$ cat src/rtl/my_pkg.sv
// Shared opcode constants, FSM/forwarding enums and the shadow-pipeline entry
// type used by pipe_ctrl and pipe_decode.
package my_pkg;

    localparam logic [4:0] OP_LUI    = 5'b01101;
    localparam logic [4:0] OP_AUIPC  = 5'b00101;
    localparam logic [4:0] OP_IMM    = 5'b00100;
    localparam logic [4:0] OP_REG    = 5'b01100;
    localparam logic [4:0] OP_LOAD   = 5'b00000;
    localparam logic [4:0] OP_STORE  = 5'b01000;
    localparam logic [4:0] OP_BRANCH = 5'b11000;
    localparam logic [4:0] OP_JAL    = 5'b11011;
    localparam logic [4:0] OP_JALR   = 5'b11001;

    typedef enum logic [1:0] {
        RUN  = 2'b00,
        HAZ  = 2'b01,
        HOLD = 2'b10
    } ctrl_state_t;

    typedef enum logic [1:0] {
        FWD_RF    = 2'b00,
        FWD_EXMEM = 2'b01,
        FWD_MEMWB = 2'b10
    } fwd_sel_t;

    // rs1/rs2 are zero when the instruction does not read that source, so an
    // unused field can never match a producer.
    typedef struct packed {
        logic       valid;
        logic       wr;
        logic [4:0] rd;
        logic       is_load;
        logic [4:0] rs1;
        logic [4:0] rs2;
    } shadow_t;

    localparam shadow_t BUBBLE = '0;

    // True when entry e produces register rs; x0 is never a dependency.
    function automatic logic src_hit(input shadow_t e, input logic [4:0] rs);
        return e.valid && e.wr && (rs != 5'd0) && (e.rd == rs);
    endfunction

endpackage

$ cat src/rtl/pipe_decode.sv
// Combinational decode of the IF/ID instruction into a shadow_t entry
// (destination, load flag and the source registers it actually reads).
module pipe_decode
    import my_pkg::*;
(
    input  logic [31:0] instr,
    input  logic        valid,
    output shadow_t     entry
);

    logic [4:0] op_s;
    logic       wr_s;
    logic       use1_s;
    logic       use2_s;
    logic       unused_s;

    assign op_s     = instr[6:2];
    assign unused_s = ^{instr[31:25], instr[14:12], instr[1:0]};

    // Opcode class: which opcodes write rd and which read rs1/rs2.
    always_comb begin
        wr_s   = 1'b0;
        use1_s = 1'b0;
        use2_s = 1'b0;
        case (op_s)
            OP_LUI, OP_AUIPC, OP_JAL: begin
                wr_s = 1'b1;
            end
            OP_IMM, OP_LOAD, OP_JALR: begin
                wr_s   = 1'b1;
                use1_s = 1'b1;
            end
            OP_REG: begin
                wr_s   = 1'b1;
                use1_s = 1'b1;
                use2_s = 1'b1;
            end
            OP_STORE, OP_BRANCH: begin
                use1_s = 1'b1;
                use2_s = 1'b1;
            end
            default: begin
                wr_s   = 1'b0;
                use1_s = 1'b0;
                use2_s = 1'b0;
            end
        endcase
    end

    // Assemble the entry; a bubble in IF/ID decodes to an all-zero entry.
    always_comb begin
        entry = BUBBLE;
        if (valid) begin
            entry.valid   = 1'b1;
            entry.wr      = wr_s && (instr[11:7] != 5'd0);
            entry.rd      = instr[11:7];
            entry.is_load = (op_s == OP_LOAD);
            entry.rs1     = use1_s ? instr[19:15] : 5'd0;
            entry.rs2     = use2_s ? instr[24:20] : 5'd0;
        end else begin
            entry = BUBBLE;
        end
    end

endmodule

$ cat src/rtl/pipe_ctrl.sv
// Five-stage pipeline sequencer: hazard stall, branch flush, memory-wait freeze,
// EX forwarding selects and stall counter. Build option: FORWARDING_EN.
module pipe_ctrl
    import my_pkg::*;
(
    input  logic        clk_i,
    input  logic        rst_i,
    input  logic [31:0] instr_id_i,
    input  logic        instr_valid_i,
    input  logic        branch_taken_ex_i,
    input  logic        ext_stall_i,
    output logic        pc_en_o,
    output logic        ifid_en_o,
    output logic        ifid_flush_o,
    output logic        idex_flush_o,
    output logic [1:0]  fwd_a_o,
    output logic [1:0]  fwd_b_o,
    output logic [15:0] stall_cnt_o
);

    shadow_t     id_s;
    shadow_t     ex_r;
    shadow_t     mem_r;
    shadow_t     wb_r;
    ctrl_state_t state_r;
    ctrl_state_t state_nxt_s;
    fwd_sel_t    fwd_a_s;
    fwd_sel_t    fwd_b_s;
    logic        hazard_s;
    logic        freeze_s;
    logic        flush_s;
    logic        stall_s;
    logic [15:0] cnt_r;
    logic        unused_s;

    pipe_decode u_decode (
        .instr (instr_id_i),
        .valid (instr_valid_i),
        .entry (id_s)
    );

    assign unused_s = ^{wb_r, mem_r, ex_r};

`ifdef FORWARDING_EN
    // Only a load still in EX is too late to forward from.
    always_comb begin
        hazard_s = 1'b0;
        if (ex_r.is_load && (src_hit(ex_r, id_s.rs1) || src_hit(ex_r, id_s.rs2))) begin
            hazard_s = 1'b1;
        end else begin
            hazard_s = 1'b0;
        end
    end

    // EX operand sources; the younger MEM producer wins over WB.
    always_comb begin
        fwd_a_s = FWD_RF;
        fwd_b_s = FWD_RF;
        if (src_hit(mem_r, ex_r.rs1)) begin
            fwd_a_s = FWD_EXMEM;
        end else if (src_hit(wb_r, ex_r.rs1)) begin
            fwd_a_s = FWD_MEMWB;
        end else begin
            fwd_a_s = FWD_RF;
        end
        if (src_hit(mem_r, ex_r.rs2)) begin
            fwd_b_s = FWD_EXMEM;
        end else if (src_hit(wb_r, ex_r.rs2)) begin
            fwd_b_s = FWD_MEMWB;
        end else begin
            fwd_b_s = FWD_RF;
        end
    end
`else
    // Without bypass, wait until the producer reaches the write-through WB.
    always_comb begin
        hazard_s = 1'b0;
        if (src_hit(ex_r, id_s.rs1) || src_hit(ex_r, id_s.rs2) ||
            src_hit(mem_r, id_s.rs1) || src_hit(mem_r, id_s.rs2)) begin
            hazard_s = 1'b1;
        end else begin
            hazard_s = 1'b0;
        end
    end

    assign fwd_a_s = FWD_RF;
    assign fwd_b_s = FWD_RF;
`endif

    // Freeze beats flush beats hazard; a held EX re-presents its branch later.
    assign freeze_s = ext_stall_i;
    assign flush_s  = branch_taken_ex_i && !freeze_s;
    assign stall_s  = hazard_s && !flush_s && !freeze_s;

    // Next-state logic for the sequencing FSM.
    always_comb begin
        state_nxt_s = state_r;
        case (state_r)
            RUN, HAZ: begin
                if (freeze_s) begin
                    state_nxt_s = HOLD;
                end else if (stall_s) begin
                    state_nxt_s = HAZ;
                end else begin
                    state_nxt_s = RUN;
                end
            end
            HOLD: begin
                if (freeze_s) begin
                    state_nxt_s = HOLD;
                end else begin
                    state_nxt_s = RUN;
                end
            end
            default: begin
                state_nxt_s = RUN;
            end
        endcase
    end

    // FSM state register.
    always_ff @(posedge clk_i or posedge rst_i) begin
        if (rst_i) begin
            state_r <= RUN;
        end else begin
            state_r <= state_nxt_s;
        end
    end

    // Shadow pipeline: advances unless frozen, EX gets a bubble on stall/flush.
    always_ff @(posedge clk_i or posedge rst_i) begin
        if (rst_i) begin
            ex_r  <= BUBBLE;
            mem_r <= BUBBLE;
            wb_r  <= BUBBLE;
        end else if (!freeze_s) begin
            wb_r  <= mem_r;
            mem_r <= ex_r;
            ex_r  <= (stall_s || flush_s) ? BUBBLE : id_s;
        end else begin
            wb_r  <= wb_r;
            mem_r <= mem_r;
            ex_r  <= ex_r;
        end
    end

    // Saturating count of hazard-stall and freeze cycles.
    always_ff @(posedge clk_i or posedge rst_i) begin
        if (rst_i) begin
            cnt_r <= 16'd0;
        end else if ((freeze_s || stall_s) && (cnt_r != 16'hFFFF)) begin
            cnt_r <= cnt_r + 16'd1;
        end else begin
            cnt_r <= cnt_r;
        end
    end

    assign stall_cnt_o = cnt_r;

    // Pipeline enables/flushes; held at reset values while rst_i is high.
    always_comb begin
        pc_en_o      = 1'b1;
        ifid_en_o    = 1'b1;
        ifid_flush_o = 1'b0;
        idex_flush_o = 1'b0;
        fwd_a_o      = FWD_RF;
        fwd_b_o      = FWD_RF;
        if (rst_i) begin
            pc_en_o   = 1'b1;
            ifid_en_o = 1'b1;
        end else if (freeze_s) begin
            pc_en_o   = 1'b0;
            ifid_en_o = 1'b0;
        end else if (flush_s) begin
            ifid_flush_o = 1'b1;
            idex_flush_o = 1'b1;
        end else if (stall_s) begin
            pc_en_o      = 1'b0;
            ifid_en_o    = 1'b0;
            idex_flush_o = 1'b1;
        end else begin
            pc_en_o   = 1'b1;
            ifid_en_o = 1'b1;
        end
        if (!rst_i) begin
            fwd_a_o = fwd_a_s;
            fwd_b_o = fwd_b_s;
        end else begin
            fwd_a_o = FWD_RF;
            fwd_b_o = FWD_RF;
        end
    end

endmodule

$ cat config.mk
export PLATFORM = sky130hd
export DESIGN_NAME = pipe_ctrl
export DESIGN_NICKNAME = d
export VERILOG_FILES = /design/src/rtl/my_pkg.sv /design/src/rtl/pipe_decode.sv /design/src/rtl/pipe_ctrl.sv
export SDC_FILE = /design/constraint.sdc
export NUM_CORES = 1
export LEC_CHECK = 0
export CORE_AREA = 3 3 84 86
export DETAILED_ROUTE_END_ITERATION = 7
export DIE_AREA = 0 0 87 89
export PLACE_DENSITY_LB_ADDON = 0.12
export SLEW_MARGIN = 25
export SYNTH_ARGS = -nofsm -noshare
export SYNTH_HDL_FRONTEND = slang
export SYNTH_HIERARCHICAL = 1
export SYNTH_SLANG_ARGS = --single-unit
$ cat constraint.sdc
create_clock -name clk_i -period 7.2 [get_ports clk_i]
set_input_delay 1.08 -clock clk_i [delete_from_list [all_inputs] [get_ports clk_i]]
set_output_delay 1.08 -clock clk_i [all_outputs]
set_load 0.005 [all_outputs]
== After elaboration in Yosys (flattened, before gate mapping) ==
Index checks and enable logic that the tools add are counted.

* Bits in registers: 30
* Bits in latches: 0
* Memory bits (writable): 0
* ROM bits: 0
* Input bits: 37
* Output and inout port bits: 24
* Logic and storage cells: 69
* Memories kept: 0

* Add/sub/neg operators: 1
* Multipliers: 0
* Divide/modulo/power cells: 0
* Magnitude comparators: 0
* Equality and inequality tests: 13
* Shifts and indexed selects: 0
* Mux-type cells: 19
* Bitwise gates (word level): 0
* Reductions and logical operators: 29

{| class="wikitable"
|+ Operators with widths
! kind !! count
|-
| two-way mux 18 bit || 2
|-
| == test 5 bit || 4
|-
| adder 16 x 1 -> 16 bit, second input constant || 1
|-
| != test 16 bit, second input constant || 1
|-
| == test 5 x 4 -> 1 bit, second input constant || 3
|-
| == test 5 bit, second input constant || 3
|-
| logical AND 1 bit || 15
|-
| two-way mux 1 bit || 15
|-
| nonzero test 5 bit || 3
|-
| == test 5 x 3 -> 1 bit, second input constant || 2
|-
| two-way mux 5 bit || 2
|-
| OR reduction 7 bit || 1
|-
| OR reduction 6 bit || 1
|-
| logical NOT 5 bit || 1
|-
| logical OR 1 bit || 5
|-
| OR reduction 3 bit || 1
|-
| logical NOT 1 bit || 2
|}

== Depth between registers and ports, before layout ==
* Depth in word-level cells: 18
* Depth in mapped cells: 11
* Gate-level depth less buffers: 10

== Hierarchy ==
Netlist, hierarchy kept.

{| class="wikitable"
|+ By module, submodules not included
! module !! instances !! cells each !! area each (µm²) !! seq. area each (µm²)
|-
| pipe_ctrl || 1 || 154 || 1681.6 || 750.7
|-
| pipe_decode || 1 || 31 || 203.9 || 0.0
|}

== Worst setup path before layout ==
Ideal clock, no wire load.

* Kind: input to output
* Start: input port instr_id_i[2]
* End: output port pc_en_o
* Arrival: 3024 ps
* Data required time: 6120 ps
* Slack: 3096 ps
* Cell stages on the path: 10
* Buffers on the path: 1
* Cell sequence: or3b_1 a211oi_2 and2_1 xnor2_1 nand4_1 o22ai_2 a22oi_4 o21ba_1 or2_1 buf_4

{| class="wikitable"
|+ RTL lines
! item !! RTL line !! source
|-
| start, declared || pipe_ctrl.sv:8 || <nowiki>input logic [31:0] instr_id_i,</nowiki>
|-
| end, declared || pipe_ctrl.sv:12 || <nowiki>output logic pc_en_o,</nowiki>
|}

==> impl_metrics.tcl <==
set metrics [dict create \
    finalMaxSlewViolations 0 \
    global_route_wire_length_before_repair_um 7000 \
    std_cell_rows 29 \
    antennaDiodeCount 0 \
    total_power_uw 539 \
    routabilityCongestion 0.742 \
    vias_after_detailed_routing 1413 \
    drv.max_cap_violation_count 0 \
    io-pin-count 61 \
    worstHoldEndpoint "stall_cnt_o[7]" \
    post_cts_resize_count 0 \
    timing.final.crit_share_pct 74.5 \
    critical_path_peak_fanout 9 \
    clkSinkCount 30 \
    htreeDepth 2 \
    setup_violations_final 0 \
    timing_hold_violations_final 0 \
    synth.yosys.warnings 6 \
    numPortBuffers 44 \
    gr-usage-all-layers_pct 11.8 \
    syn_area_per_cell_um2 10.2 \
    clk_transition_reported_paths_ps 70 \
    worst-endpoint-required_ps 6120 \
    endpoint_kind "output pin" \
    area_of_the_die_mm2 0.00774 \
    hp-class "flop to flop" \
    overflow 0 \
    hold_start "stall_cnt_o[7]" \
    route.detailed.drc 0 \
    synthToLayoutAreaGrowth_pct 31.9 \
    post_cts_setup_inserts 0 \
    synthCells 184 \
    post-route-min-period_ps 5360 \
    via_per_instance_ratio 4.62 \
    drt_first_pass_iters 4 \
    worst_pin_slew_ps 919 \
    cts_made_buffers 5 \
    r2r-start "stall_cnt_o[0]" \
    antenna_violations_before_repair 0 \
    worst_path_largest_cell_delay_ps 610 \
    clock_root_cell "sky130_fd_sc_hd__clkbuf_8" \
    worst_hold_path.num_cells 1 \
    leakage_power_of_the_design_uw 0.00103 \
    netlist_area_before_placement_mm2 0.00188 \
    end_of_the_worst_register_to_register_path "stall_cnt_o[1]" \
    grt_pass1_vias 1446 \
    peak_freq_mhz 186 \
    cts_buffer_depth 2 \
    grt_setup_unrepaired "no" \
    finalNetCount 267 \
    worstSkewPairLatency_ps 290 \
    die_w_um 87 \
    timing.critical_path.max_delay_family "buffers and inverters" \
    powerDensity_mw_per_mm2 218 \
    reg2reg_depth 7 \
    storage_element_area_um2 751 \
    slew_headroom_pct 38.6 \
    outcome "finished, final reports clean" \
    clock-skew-final_ps 4.30 \
    drtAntennaViolNets 0 \
    final.fill_count 642 \
    critical_path_class "input port to output pin" \
    drtIter0Drc 33 \
    crit_path_start_kind "input port" \
    multiInputGateArea_mm2 0.00106 \
    critical_path_arrival_ps 4280 \
    r2r_setup_slack_ps 4970 \
    grt_start_max_net_pins 32 \
    chipHeight_um 89 \
    cts_tree "built" \
    start_util_pct 29.6 \
    critical_path.slowest_cell "sky130_fd_sc_hd__clkdlybuf4s50_1" \
    avgRoutedWirePerCell_um 13.8 \
    setup_total_negative_slack_ps 0 \
    cts_hold_repair.buffers 0 \
    place.detailed.hpwl_um 3190 \
    critPathBufInv 2 \
    finalWirelength_um 4220 \
    core_mm2 0.00635 \
    drive_gt1_share_pct 10.9 \
    ir_drop_v 0.000172 \
    critical_path.cell_chain "clkdlybuf4s50_1 > or3b_1 > a211oi_2 > and2_1 > xnor2_1 > nand4_1 > o22ai_2 > a22oi_4 > a21oi_2 > and2_1 > clkdlybuf4s50_1" \
]
stage by stage:
step / hold WS, ps / util (%) / cell area (um^2) / std cells / setup WS, ps
6_report: 493 / 39.0 / 2480 / 306 / 1840
5_1_grt: 513 / 39.0 / 2480 / 306 / 1610
4_1_cts: 506 / 39.0 / 2480 / 306 / 1780
3_5_place_dp: 492 / 37.3 / 2370 / 299 / 1800
3_3_place_gp: 485 / 37.3 / 2370 / 299 / 1800
2_1_floorplan: 480 / - / 1890 / 187 / 3120
cell usage in the layout (no fill, tap or decap), types with 2 or more instances in the layout:
master / instances
sky130_fd_sc_hd__o22ai_2: 2
sky130_fd_sc_hd__nand3_1: 7
sky130_fd_sc_hd__and2_2: 5
sky130_fd_sc_hd__and3_1: 3
sky130_fd_sc_hd__conb_1: 4
sky130_fd_sc_hd__and4_1: 3
sky130_fd_sc_hd__dfrtp_1: 30
sky130_fd_sc_hd__and3_2: 2
sky130_fd_sc_hd__a21oi_1: 3
sky130_fd_sc_hd__nor3_1: 5
sky130_fd_sc_hd__o21ai_0: 3
sky130_fd_sc_hd__xnor2_1: 31
sky130_fd_sc_hd__mux2_1: 10
sky130_fd_sc_hd__inv_1: 2
sky130_fd_sc_hd__clkbuf_8: 6
sky130_fd_sc_hd__nand2_1: 9
sky130_fd_sc_hd__clkdlybuf4s50_1: 44
sky130_fd_sc_hd__nor2_1: 11
sky130_fd_sc_hd__mux2i_1: 7
sky130_fd_sc_hd__nand4_1: 10
sky130_fd_sc_hd__and2_1: 11
flip-flops by register name, indices dropped and copies added (netlist names):
name         cells
stall_cnt_o     16
mem_r            7
ex_r             7
cell type report:
class	count	area share, %
sequential	30	30.3
clock buffer	6	3.33
multi-input combinational	144	42.8
inverter	3	0.454
timing repair buffer	45	18.1
clock inverter	1	1.21
tap	77	3.89
worst max-delay path by stage:
| stage | to | cells after the start | from |
|---|---|---|---|
| 2_1_floorplan | pc_en_o | 10 | instr_id_i[2] |
| 3_3_place_gp | idex_flush_o | 11 | instr_valid_i |
| 3_5_place_dp | idex_flush_o | 11 | instr_valid_i |
| 4_1_cts | idex_flush_o | 11 | instr_valid_i |
| 5_1_grt | idex_flush_o | 11 | instr_valid_i |
| 6_report | idex_flush_o | 11 | instr_valid_i |
worst reg2reg max path, cell delays in order, from the launching register on:
cell                      delay, ps
sky130_fd_sc_hd__dfrtp_1        430
sky130_fd_sc_hd__ha_1           250
sky130_fd_sc_hd__and3_1         250
sky130_fd_sc_hd__and4_1         230
sky130_fd_sc_hd__nand3_1        150
sky130_fd_sc_hd__nand2_2         90
sky130_fd_sc_hd__o21ai_4        360
sky130_fd_sc_hd__mux2_1         370
routing by layer:
layer	up-vias	GRT usage (%)	wire length, um
met3	6	3.41	188
met2	26	18.1	1910
met1	663	16.0	2080
met5	-	0	0
li1	718	-	-
met4	0	3.82	51
power breakdown:
part	leakage [uW]	internal, uW	switching (uW)
clock	0.0000573	111	66.2
combinational	0.000576	82.5	49.9
sequential	0.000397	195	35.4
Note: power is estimated with default switching activity, not from simulation.
